--- config.mk ---
export PLATFORM = sky130hd
export DESIGN_NAME = stream_demux
export DESIGN_NICKNAME = d
export VERILOG_FILES = /design/src/rtl/stream_demux_pkg.sv /design/src/rtl/stream_demux_oreg.sv /design/src/rtl/stream_demux.sv
export SDC_FILE = /design/constraint.sdc
export NUM_CORES = 1
export LEC_CHECK = 0
export ABC_AREA = 1
export CAP_MARGIN = 10
export CELL_PAD_IN_SITES_DETAIL_PLACEMENT = 0
export CELL_PAD_IN_SITES_GLOBAL_PLACEMENT = 1
export CORE_ASPECT_RATIO = 0.7
export CORE_UTILIZATION = 26
export CTS_CLUSTER_DIAMETER = 100
export DETAILED_ROUTE_END_ITERATION = 8
export PLACE_DENSITY_LB_ADDON = 0.1
export SKIP_LAST_GASP = 1
export SLEW_MARGIN = 20
export SYNTH_ARGS = -nofsm -noshare
export SYNTH_HDL_FRONTEND = slang
export SYNTH_SLANG_ARGS = --single-unit
--- constraint.sdc ---
create_clock -name clk -period 1.6 [get_ports clk]
set_clock_uncertainty 0.05 [all_clocks]
set_input_delay 0.4 -clock clk [delete_from_list [all_inputs] [get_ports clk]]
set_output_delay 0.4 -clock clk [all_outputs]
set_load 0.005 [all_outputs]
--- src/rtl/stream_demux_pkg.sv ---
// -----------------------------------------------------------------------------
// stream_demux_pkg
// Shared types and constants for the stream_demux block.
//   state_t    : packet-routing FSM states (IDLE, PKT, DROP)
//   DROP_CNT_W : width of the optional dropped-beat counter
// -----------------------------------------------------------------------------
package stream_demux_pkg;

  typedef enum logic [1:0] {
    IDLE = 2'd0,
    PKT  = 2'd1,
    DROP = 2'd2
  } state_t;

  localparam int DROP_CNT_W = 16;

endpackage

--- src/rtl/stream_demux_oreg.sv ---
// -----------------------------------------------------------------------------
// stream_demux_oreg
// One-entry output holding register for stream_demux. Holds one beat (data,
// last, destination channel) and presents it as a one-hot per-channel valid.
// A load in the same cycle as a drain refills the entry without a bubble.
//
// Ports:
//   clk, rst_n : clock, synchronous active-low reset
//   load       : write ld_data/ld_last/ld_ch into the entry
//   ld_*       : beat to load
//   m_ready    : per-channel downstream ready
//   m_valid    : one-hot-or-zero per-channel valid
//   m_data     : held data
//   m_last     : held last flag
//   full       : entry holds a beat
//   drain      : held beat is accepted downstream this cycle
// -----------------------------------------------------------------------------
module stream_demux_oreg #(
  parameter int NUM_CH = 4,
  parameter int DATA_W = 8,
  parameter int SEL_W  = 2
) (
  input  logic              clk,
  input  logic              rst_n,
  input  logic              load,
  input  logic [DATA_W-1:0] ld_data,
  input  logic              ld_last,
  input  logic [SEL_W-1:0]  ld_ch,
  input  logic [NUM_CH-1:0] m_ready,
  output logic [NUM_CH-1:0] m_valid,
  output logic [DATA_W-1:0] m_data,
  output logic              m_last,
  output logic              full,
  output logic              drain
);

  logic              full_q, full_d;
  logic [DATA_W-1:0] data_q, data_d;
  logic              last_q, last_d;
  logic [SEL_W-1:0]  ch_q,   ch_d;

  // Channel decode is done by comparison so non-power-of-two NUM_CH never
  // indexes past the end of m_ready.
  always_comb begin
    m_valid = '0;
    for (int unsigned i = 0; i < NUM_CH; i++) begin
      m_valid[i] = full_q && (ch_q == SEL_W'(i));
    end
  end

  assign drain = |(m_valid & m_ready);

  always_comb begin
    full_d = full_q;
    data_d = data_q;
    last_d = last_q;
    ch_d   = ch_q;
    if (drain) begin
      full_d = 1'b0;
    end
    if (load) begin
      full_d = 1'b1;
      data_d = ld_data;
      last_d = ld_last;
      ch_d   = ld_ch;
    end
  end

  always_ff @(posedge clk) begin
    if (!rst_n) begin
      full_q <= 1'b0;
      data_q <= '0;
      last_q <= 1'b0;
      ch_q   <= '0;
    end else begin
      full_q <= full_d;
      data_q <= data_d;
      last_q <= last_d;
      ch_q   <= ch_d;
    end
  end

  assign m_data = data_q;
  assign m_last = last_q;
  assign full   = full_q;

endmodule

--- src/rtl/stream_demux.sv ---
// -----------------------------------------------------------------------------
// stream_demux
// 1-to-NUM_CH stream demultiplexer with valid/ready handshake, per-packet
// channel lock and a registered output stage (1-cycle latency, full rate).
// The channel is sampled from s_sel on the first beat of a packet and held
// until s_last is accepted. Packets addressed to a non-existent channel are
// accepted and discarded, and flagged on the sticky drop_err.
//
// Optional feature (macro STREAM_DEMUX_DROP_CNT_EN): adds output drop_cnt,
// a saturating 16-bit count of discarded beats, cleared by err_clr.
//
// Ports:
//   clk, rst_n : clock, synchronous active-low reset
//   s_valid / s_ready / s_data / s_last / s_sel : upstream beat
//   m_valid (per channel) / m_ready (per channel) / m_data / m_last : outputs
//   busy       : a packet is in progress
//   lock_sel   : channel locked for the current/last packet
//   drop_err   : sticky, at least one beat was discarded
//   err_clr    : clears drop_err (and drop_cnt when present)
// -----------------------------------------------------------------------------
module stream_demux
  import stream_demux_pkg::*;
#(
  parameter  int NUM_CH = 4,
  parameter  int DATA_W = 8,
  localparam int SEL_W  = $clog2(NUM_CH)
) (
  input  logic              clk,
  input  logic              rst_n,
  input  logic              s_valid,
  output logic              s_ready,
  input  logic [DATA_W-1:0] s_data,
  input  logic              s_last,
  input  logic [SEL_W-1:0]  s_sel,
  output logic [NUM_CH-1:0] m_valid,
  input  logic [NUM_CH-1:0] m_ready,
  output logic [DATA_W-1:0] m_data,
  output logic              m_last,
  output logic              busy,
  output logic [SEL_W-1:0]  lock_sel,
  output logic              drop_err,
  input  logic              err_clr
`ifdef STREAM_DEMUX_DROP_CNT_EN
  ,
  output logic [DROP_CNT_W-1:0] drop_cnt
`endif
);

  // One extra bit so NUM_CH itself is representable in the range check.
  localparam logic [SEL_W:0] NUM_CH_EXT = (SEL_W + 1)'(NUM_CH);

  state_t           state_q, state_d;
  logic [SEL_W-1:0] lock_sel_q, lock_sel_d;
  logic             drop_err_q, drop_err_d;

  logic             sel_ok;
  logic             accept;
  logic             load;
  logic             drop_beat;
  logic [SEL_W-1:0] ld_ch;
  logic             oreg_full;
  logic             oreg_drain;

  assign sel_ok = ({1'b0, s_sel} < NUM_CH_EXT);

  // Beats that are going to be discarded never need the output register,
  // so they are accepted regardless of downstream backpressure.
  always_comb begin
    s_ready = 1'b0;
    if (rst_n) begin
      if ((state_q == DROP) || ((state_q == IDLE) && !sel_ok)) begin
        s_ready = 1'b1;
      end else begin
        s_ready = !oreg_full || oreg_drain;
      end
    end
  end

  assign accept = s_valid & s_ready;

  always_comb begin
    state_d    = state_q;
    lock_sel_d = lock_sel_q;
    load       = 1'b0;
    drop_beat  = 1'b0;
    ld_ch      = lock_sel_q;
    if (accept) begin
      case (state_q)
        IDLE: begin
          if (sel_ok) begin
            load       = 1'b1;
            ld_ch      = s_sel;
            lock_sel_d = s_sel;
            if (!s_last) state_d = PKT;
          end else begin
            drop_beat = 1'b1;
            if (!s_last) state_d = DROP;
          end
        end
        PKT: begin
          load = 1'b1;
          if (s_last) state_d = IDLE;
        end
        DROP: begin
          drop_beat = 1'b1;
          if (s_last) state_d = IDLE;
        end
        default: state_d = IDLE;
      endcase
    end
  end

  // A drop in the same cycle as err_clr keeps the flag set.
  always_comb begin
    drop_err_d = drop_err_q;
    if (err_clr)   drop_err_d = 1'b0;
    if (drop_beat) drop_err_d = 1'b1;
  end

  always_ff @(posedge clk) begin
    if (!rst_n) begin
      state_q    <= IDLE;
      lock_sel_q <= '0;
      drop_err_q <= 1'b0;
    end else begin
      state_q    <= state_d;
      lock_sel_q <= lock_sel_d;
      drop_err_q <= drop_err_d;
    end
  end

  stream_demux_oreg #(
    .NUM_CH (NUM_CH),
    .DATA_W (DATA_W),
    .SEL_W  (SEL_W)
  ) u_oreg (
    .clk     (clk),
    .rst_n   (rst_n),
    .load    (load),
    .ld_data (s_data),
    .ld_last (s_last),
    .ld_ch   (ld_ch),
    .m_ready (m_ready),
    .m_valid (m_valid),
    .m_data  (m_data),
    .m_last  (m_last),
    .full    (oreg_full),
    .drain   (oreg_drain)
  );

  assign busy     = (state_q != IDLE);
  assign lock_sel = lock_sel_q;
  assign drop_err = drop_err_q;

`ifdef STREAM_DEMUX_DROP_CNT_EN
  logic [DROP_CNT_W-1:0] drop_cnt_q, drop_cnt_d;

  // Saturating count; a drop coinciding with err_clr restarts the count at 1.
  always_comb begin
    drop_cnt_d = drop_cnt_q;
    if (err_clr) begin
      drop_cnt_d = drop_beat ? DROP_CNT_W'(1) : '0;
    end else if (drop_beat && (drop_cnt_q != '1)) begin
      drop_cnt_d = drop_cnt_q + DROP_CNT_W'(1);
    end
  end

  always_ff @(posedge clk) begin
    if (!rst_n) begin
      drop_cnt_q <= '0;
    end else begin
      drop_cnt_q <= drop_cnt_d;
    end
  end

  assign drop_cnt = drop_cnt_q;
`endif

endmodule

==> impl_metrics.tcl, run 1 <==
set metrics [dict create \
    fmax_ghz 0.586 \
    power_w 0.000959 \
    die_area_sq_um 3010 \
    grt_start_max_net_pins 15 \
    nets 160 \
    r2r-end "state_q[0]" \
    cts_buffers 3 \
    whs_ns 0.415 \
    syn_to_final_growth_pct 74.1 \
    antenna_found_initial 0 \
    fin_crit_sh_pct 107 \
    grt_pass1_wl_um 3160 \
    outcome "complete, but fails checks" \
    fin_setup_tns_ns -0.107 \
    critical_path.endpoint "s_ready" \
    worstPathRequired_ns 1.15 \
    drc_errors 0 \
    final_common_cell "clkdlybuf4s50_1" \
    max-vdd-ir-drop_uv 459 \
    cts.sink_count 15 \
    critPathTopFamily "flip-flops" \
    ioPinCount 37 \
    cts.reportedPaths.clkPinSlew_ns 0.06 \
    worst_slack_ns -0.107 \
    p_per_area_nw_per_um2 759 \
    regArea_sq_um 314 \
    antenna_cells 0 \
    synth_warnings 0 \
    fp-row-count 15 \
    ys_types 22 \
    worstReg2RegStart "u_oreg.ch_q[0]" \
    grt_pass1_vias 704 \
    arrival_ns 1.26 \
    h-tree-depth 1 \
    worst_skew_pair.late_latency_ns 0.25 \
    rsz0062_at_grt "yes" \
    ant_nets 0 \
    crit_path_max_fanout 5 \
    fill_cells 265 \
    wire_per_inst_um 11.4 \
    drtPass1Iterations 3 \
    finalMaxSlewViolations 0 \
    syn_area_per_cell_sq_um 7.80 \
    violations "setup timing" \
    end_kind "primary output" \
    wl_um 1990 \
    overflow 0 \
    crit_type "reg2out" \
    vias 770 \
    hpwl_um 1420 \
    place.port_buffers 34 \
    hp-class "reg2reg" \
    die_x_um 65.1 \
    syn_area_sq_um 726 \
    grtUsageTotal_pct 14.5 \
    cp.depth 7 \
    ys_seq_area_share_pct 41.4 \
    slowest_delay_ns 0.35 \
    vias_per_cell 4.43 \
    gp_congestion 0.719 \
    drv_cap 0 \
    crit_buf_inv 3 \
    hold_viol_final 0 \
    holdBufCountCts 0 \
    slowest_stage "dfxtp_4" \
    multi_input_area_sq_um 402 \
    fp.coreArea_sq_um 2550 \
    drtIter0Drc 29 \
    crit_start "u_oreg.ch_q[0]" \
    start_util_pct 28.4 \
    startpoint_type "flip-flop" \
    die_h_um 46.2 \
    postSynthCellCount 93 \
    rr_worst_depth 10 \
    finalSetupViolCount 1 \
    path_cells "buf_6, nor2_2, nand3_1, nand2_1, inv_2, a21oi_4, buf_2" \
    cts_buffer_depth 2 \
    cts_tree "done" \
    drive_above_1_share_pct 31.4 \
    rrSetupSlack_ns 0.14 \
    layout_common_cells "clkdlybuf4s50_1, nand2_1, nand3_1, buf_4, dfxtp_1" \
    min_period_ns 1.71 \
    synth_seq_cells 15 \
    p_leak_nw 0.556 \
    synth.net_count 112 \
    clockRootBuffer "clkbuf_8" \
]
metal layers:
layer | GRT usage, % | part of all wire, %
met1 | 16.9 | 49
met4 | 5.22 | 0.60
met2 | 24.6 | 44
met3 | 5.94 | 6.4
met5 | 0 | 0
area by class of cell:
| type | count | share of cell area (%) |
|---|---|---|
| sequential | 15 | 24.9 |
| inverter | 9 | 2.67 |
| timing repair buffer | 47 | 33.8 |
| multi-input combinational | 65 | 31.8 |
| tap | 34 | 3.37 |
| clock buffer | 4 | 3.56 |
registers in the layout, summed over array words and instances (netlist names):
name	count
u_oreg.m_data	8
lock_sel	2
u_oreg.ch_q	2
state_q	1
u_oreg.full	1
u_oreg.m_last	1
worst min path at each step:
stage / from / endpoint / depth (start not counted)
after global routing: u_oreg.m_data[0] / u_oreg.m_data[0] / 2
after CTS: u_oreg.m_data[0] / u_oreg.m_data[0] / 2
after floorplan: u_oreg.m_last / u_oreg.m_last / 2
after global placement: u_oreg.m_data[3] / u_oreg.m_data[3] / 2
after detailed placement: u_oreg.m_last / u_oreg.m_last / 2
final: u_oreg.m_data[3] / u_oreg.m_data[3] / 2
through the flow:
stage / cells / setup WS, ns / area, sq um / util (%)
detailed placement: 167 / -0.713 / 1160 / 45.3
CTS: 174 / -0.253 / 1250 / 49.0
global route: 174 / -0.163 / 1260 / 49.5
floorplan: 93 / 0.211 / 726 / -
global placement: 167 / -0.686 / 1160 / 45.3
finish: 174 / -0.107 / 1260 / 49.5
what timing repair did:
item,in CTS,in global routing
setup endpoints to repair,21,12
cloned,1,0
pin swaps,6,9
setup buffers,2,1
resized for setup,30,11
worst min-delay path, delay by kind of cell (launching register included):
family / cells / cell delay, ns
DFF: 1 / 0.31
and+or+nand+nor: 2 / 0.11
synthesized netlist by cell type:
master / instances / share of area, %
clkbuf_1: 2 / 1.0
a21oi_1: 4 / 2.8
nand3_1: 17 / 12
nor3_1: 2 / 1.4
o21bai_4: 1 / 2.6
buf_2: 1 / 0.69
a21oi_4: 1 / 2.2
inv_1: 8 / 4.1
conb_1: 1 / 0.52
buf_8: 1 / 2.1
nor2_1: 4 / 2.1
buf_4: 1 / 1.0
nor2_4: 1 / 1.6
nand4_1: 4 / 3.4
nor3_2: 1 / 1.4
nand2_2: 2 / 1.7
a21oi_2: 2 / 2.4
inv_2: 1 / 0.52
dfxtp_1: 15 / 41
nand2_1: 22 / 11
nand2_4: 1 / 1.6
nand3_4: 1 / 2.4
power by group:
group	total, W	leakage, nW	internal [W]	switching (W)
clock network	0.000310	0.0228	0.000176	0.000134
logic	0.000231	0.407	0.000133	0.0000983
registers	0.000418	0.126	0.000399	0.0000189
total	0.000959	0.556	0.000708	0.000251
kinds of logic after synthesis:
kind of cell	synth area share, %
AND/OR/NAND/NOR	38.6
flip-flops	41.4
AO/OA/AOI/OAI	10.0
other	0.517
buffers and inverters	9.48
Note: power is estimated with default switching activity, not from simulation.
==> run 2, diff against run 1 <==
--- a/config.mk
+++ b/config.mk
@@ -6,6 +6,7 @@
 export NUM_CORES = 1
 export LEC_CHECK = 0
 export ABC_AREA = 1
+export ABC_CLOCK_PERIOD_IN_PS = 1600
 export CAP_MARGIN = 10
 export CELL_PAD_IN_SITES_DETAIL_PLACEMENT = 0
 export CELL_PAD_IN_SITES_GLOBAL_PLACEMENT = 1
==> results of run 2 <==
Same layout as run 1: the final DEF is identical, and so are final timing and power.
